--- src/rtl/seq_mult_param.sv ---
// ============================================================================
// Module   : seq_mult_param
// Purpose  : Radix-2 shift-and-add sequential multiplier, one multiplier bit
//            per clock, run-time signed/unsigned, back-to-back capable.
// Revision : 1.0 - initial release
// ============================================================================
`default_nettype none

module seq_mult_param #(
    parameter int WIDTH = 8
) (
    input  logic               clk,
    input  logic               rst_n,
    input  logic               in_en,
    input  logic               signed_mode,
    input  logic [WIDTH-1:0]   a,
    input  logic [WIDTH-1:0]   b,
    output logic               busy,
    output logic               out_en,
    output logic [2*WIDTH-1:0] prdct
);

    localparam int               c_cnt_w = $clog2(WIDTH);
    localparam logic [c_cnt_w-1:0] c_last = c_cnt_w'(WIDTH - 1);

    typedef enum logic [1:0] {
        S_IDLE = 2'd0,
        S_CALC = 2'd1,
        S_DONE = 2'd2
    } state_t;

    state_t               r_state;
    state_t               w_state_nxt;
    logic [c_cnt_w-1:0]   r_count;
    logic [2*WIDTH:0]     r_acc;
    logic [WIDTH-1:0]     r_a;
    logic                 r_mode;
    logic [2*WIDTH-1:0]   r_prdct;

    logic                 w_accept;
    logic                 w_last;
    logic [WIDTH:0]       w_ext;
    logic [WIDTH:0]       w_hi_upd;
    logic                 w_fill;
    logic [2*WIDTH:0]     w_acc_shift;

    assign w_accept = in_en && ((r_state == S_IDLE) || (r_state == S_DONE));
    assign w_last   = (r_count == c_last);

    // High part carries one guard bit so the running sum never overflows.
    always_comb begin
        w_ext    = {r_mode & r_a[WIDTH-1], r_a};
        w_hi_upd = r_acc[2*WIDTH:WIDTH];
        if (r_acc[0]) begin
            // The multiplier MSB carries negative weight in two's complement.
            if (r_mode && w_last) begin
                w_hi_upd = r_acc[2*WIDTH:WIDTH] - w_ext;
            end else begin
                w_hi_upd = r_acc[2*WIDTH:WIDTH] + w_ext;
            end
        end
        w_fill      = r_mode & w_hi_upd[WIDTH];
        w_acc_shift = {w_fill, w_hi_upd, r_acc[WIDTH-1:1]};
    end

    always_ff @(posedge clk or negedge rst_n) begin
        if (!rst_n) begin
            r_state <= S_IDLE;
        end else begin
            r_state <= w_state_nxt;
        end
    end

    always_comb begin
        w_state_nxt = S_IDLE;
        case (r_state)
            S_IDLE:  w_state_nxt = in_en ? S_CALC : S_IDLE;
            S_CALC:  w_state_nxt = w_last ? S_DONE : S_CALC;
            S_DONE:  w_state_nxt = in_en ? S_CALC : S_IDLE;
            default: w_state_nxt = S_IDLE;
        endcase
    end

    always_ff @(posedge clk or negedge rst_n) begin
        if (!rst_n) begin
            r_count <= '0;
            r_acc   <= '0;
            r_a     <= '0;
            r_mode  <= 1'b0;
            r_prdct <= '0;
        end else if (w_accept) begin
            r_a     <= a;
            r_mode  <= signed_mode;
            r_acc   <= {{(WIDTH+1){1'b0}}, b};
            r_count <= '0;
        end else if (r_state == S_CALC) begin
            r_acc   <= w_acc_shift;
            r_count <= r_count + c_cnt_w'(1);
            if (w_last) begin
                r_prdct <= w_acc_shift[2*WIDTH-1:0];
            end
        end
    end

    assign busy   = (r_state == S_CALC);
    assign out_en = (r_state == S_DONE);
    assign prdct  = r_prdct;

endmodule

`default_nettype wire

--- config.mk ---
export PLATFORM = sky130hd
export DESIGN_NAME = seq_mult_param
export DESIGN_NICKNAME = d
export VERILOG_FILES = /design/src/rtl/seq_mult_param.sv
export SDC_FILE = /design/constraint.sdc
export NUM_CORES = 1
export LEC_CHECK = 0
export CAP_MARGIN = 40
export CELL_PAD_IN_SITES_DETAIL_PLACEMENT = 0
export CELL_PAD_IN_SITES_GLOBAL_PLACEMENT = 2
export CORE_MARGIN = 2
export CORE_UTILIZATION = 30
export DETAILED_ROUTE_END_ITERATION = 12
export PLACE_DENSITY = 0.76
export RECOVER_POWER = 50
export SLEW_MARGIN = 15
export SYNTH_ARGS = -nofsm -noshare
export SYNTH_HDL_FRONTEND = slang
export SYNTH_SLANG_ARGS = --single-unit
--- constraint.sdc ---
create_clock -name clk -period 2.75 [get_ports clk]
set_input_delay 0.55 -clock clk [delete_from_list [all_inputs] [get_ports clk]]
set_output_delay 0.55 -clock clk [all_outputs]
set_load 0.01 [all_outputs]
==> results.yml, run 1 <==
die:
  start_util_pct: 30.5
  dieWidth_um: 97.5
  ios: 38
  num_rows: 34
  core_area_um2: 8590
  die-area_um2: 9510
  die_y_um: 97.5
synth:
  syn_avg_cell_area_um2: 9.08
  synth_area_um2: 2620
  synth_nets: 321
  synthFlopType: "dfrtp_1"
  synth-seq-cells: 47
  ys_warn_count: 0
  async_flop_share_pct: 100
  syn-instance-count: 289
  ys_seq_area_share_pct: 44.8
  synth_edf_count: 0
  yosysUniqueCellTypes: 54
layout:
  drive_gt1_share_pct: 19.8
  antenna_cells: 0
  fin_nets: 389
  fin_cells: 466
  final_common_cell: "nand2_1"
  final_core_util_pct: 41.5
  syn2layout_area_growth_pct: 36.1
  layout_common_cells: "76 x nand2_1, 47 x dfrtp_1, 35 x clkdlybuf4s50_1"
worst_setup_path:
  rrSetupSlack_ns: -0.02
  worstPathArrival_ns: 2.96
  worst-r2r-cell-count: 11
  cp_slowest_cell: "or4_4"
  worst_path_dominant_cell_family: "simple AND/OR/NAND/NOR gates"
  cp_max_fo: 5
  required_ns: 2.95
  crit_path_max_incr_delay_ns: 0.51
  rr_startpoint: "r_count[0]$_DFFE_PN0P_"
  crit_path_start_kind: "flop"
  path_cells: "ha_2 > ha_4 > and2_4 > nor2_2 > xnor2_1 > ha_1 > a21oi_2 > o21ai_2 > or4_4 > and3_4 > o221a_1"
  critPathKind: "reg2reg"
  crit_path_end_kind: "flop"
  r2r_end: "r_acc[16]$_DFFE_PN0P_"
  path_buf_inv: 0
sta:
  tightestPinTransition_ns: 0.951
  hold_ws_ns: 0.361
  fin_skew_ns: 0.00383
  final_max_slew_viol_count: 0
  post-route-min-period_ns: 2.77
  finalCritPeriodShare_pct: 101
  rsz0062_at_grt: "yes"
  slew_headroom_pct: 36.6
  setup_violations: 2
  fmax_ghz: 0.361
  setup_tns_ns: -0.0305
  setup_slack_ns: -0.0167
  final-hold-violation-count: 0
power:
  ir_drop_v: 0.000520
  power_density_nw_per_um2: 1440
  finalPower_uw: 5130
  p_leak_uw: 0.00165
cts:
  cts_buffers: 5
  htreeDepth: 2
  path_clk_slew_ns: 0.09
  cts-root-buf: "clkbuf_8"
  cts_tree: "built"
  insertion_delay_ns: 0.30
  hold_buffers: 0
  cts.sinks: 47
  clockBufferDepth: 2
route:
  viasPerCell: 4.92
  wirelength_um: 6780
  drtIter0Drc: 131
  wl_per_cell_um: 14.6
  antenna_left: 0
  drt-pass1-iter-count: 4
  drc: 0
  dr_total_vias: 2292
placement:
  gp_congestion: 0.901
  dp_cells: 452
  port_buffers: 37
  dpl.hpwl_um: 5040
global_routing:
  grt_overflow: 0
  track_usage_pct: 15.1
  grt_pass1_wl_um: 11600
  grt_max_degree: 32
  grt_pass1_vias: 2278
  antenna_found_initial: 0
flow_run:
  cap_violations: 0
status:
  violations: "negative setup slack"
  status: "finished with violations"
min_path:
  holdCritPathClass: "in2async"
## per-layer routing
layer  part of all wire (%)  global-route usage (%)  vias up
met3                    3.0                    2.45        6
met1                     50                    20.9     1094
met2                     46                    24.5       38
met4                    1.0                    3.95        0
met5                      0                       0        -
li1                       -                       -     1154
## registers in the layout, summed over array words and instances, names as in the netlist
name     count
r_mode       1
r_acc       17
prdct       16
r_a          8
r_count      3
r_state      2
## cells by family (layout without fill, tap and decap cells)
logic type | Yosys count | after routing | synth area share, %
AO/OA/AOI/OAI | 67 | 67 | 18.1
flip-flops | 47 | 47 | 44.8
XOR/XNOR | 10 | 10 | 3.34
buffers and inverters | 23 | 92 | 4.05
adder cells (fa/ha/maj) | 12 | 12 | 6.01
AND/OR/NAND/NOR | 126 | 126 | 22.1
multiplexers | 4 | 4 | 1.57
## power by group
group	total (µW)	internal (µW)	switching, µW	leakage [µW]
Clock	544	299	245	0.0000618
Sequential	1320	1030	289	0.000583
Combinational	3270	1610	1660	0.00100
Total	5130	2930	2190	0.00165
## through the flow
step,instance area [µm²],setup slack (ns)
detailed placement,3300,-0.142
finish,3570,-0.0167
CTS,3510,-0.0484
floorplan,2640,-0.0448
global placement,3290,-0.0676
global route,3570,-0.161
## worst register-to-register path, stage by stage (launching register included)
cell and delay [ns]:
dfrtp_1 0.40, ha_2 0.20, ha_4 0.17, and2_4 0.19, nor2_2 0.12, xnor2_1 0.09, ha_1 0.34, a21oi_2 0.19
o21ai_2 0.07, or4_4 0.51, and3_4 0.18, o221a_1 0.21
## layout make-up
cell class	count	area (µm²)
sequential	47	1180
inverter	11	41.3
multi-input combinational	219	1460
fill	877	5020
tap	108	135
timing repair buffer	73	632
clock buffer	6	82.6
clock inverter	2	38.8
## worst max path at each step
stage	startpoint	end	cells after the start
after floorplan	r_count[0]$_DFFE_PN0P_	r_acc[16]$_DFFE_PN0P_	11
after global placement	r_count[0]$_DFFE_PN0P_	r_acc[14]$_DFFE_PN0P_	13
after detailed placement	r_count[0]$_DFFE_PN0P_	r_acc[14]$_DFFE_PN0P_	13
after CTS	r_a[3]$_DFFE_PN0P_	r_acc[16]$_DFFE_PN0P_	10
after global routing	r_count[0]$_DFFE_PN0P_	r_acc[16]$_DFFE_PN0P_	11
final	r_count[0]$_DFFE_PN0P_	r_acc[16]$_DFFE_PN0P_	11
## cell usage after synthesis (3+ instances only)
library cell	instances	area share, %
o21a_1	3	0.86
nor4_1	3	0.72
dfrtp_1	47	45
a21oi_1	11	2.1
a22o_1	3	1.0
mux2i_1	3	1.1
and3_1	4	0.95
nand3_1	3	0.57
nand2_1	76	11
nor2_1	14	2.0
o2111ai_1	3	1.0
xor2_1	5	1.7
inv_1	11	1.6
a31oi_1	3	0.72
xnor2_1	5	1.7
or3_1	3	0.72
nor2b_1	4	0.95
ha_1	11	5.2
nor3_1	4	0.76
o21ai_0	16	3.1
a22oi_1	7	2.0
clkbuf_1	10	1.4
## what timing repair did
action / 4_1_cts / 5_1_grt
gates resized for setup: 12 / 10
endpoints found under the setup margin: 7 / 7
gates cloned: 0 / 0
setup buffers: 4 / 2
pin swaps: 11 / 8
Power figures use the tool's default switching activity.
==> inputs of run 2 (changes only) <==
--- a/config.mk
+++ b/config.mk
@@ -10,6 +10,7 @@
 export CELL_PAD_IN_SITES_GLOBAL_PLACEMENT = 2
 export CORE_MARGIN = 2
 export CORE_UTILIZATION = 30
+export CTS_CLUSTER_SIZE = 40
 export DETAILED_ROUTE_END_ITERATION = 12
 export PLACE_DENSITY = 0.76
 export RECOVER_POWER = 50
==> results of run 2 <==
Final layout, timing and power as in run 1 (identical DEF).
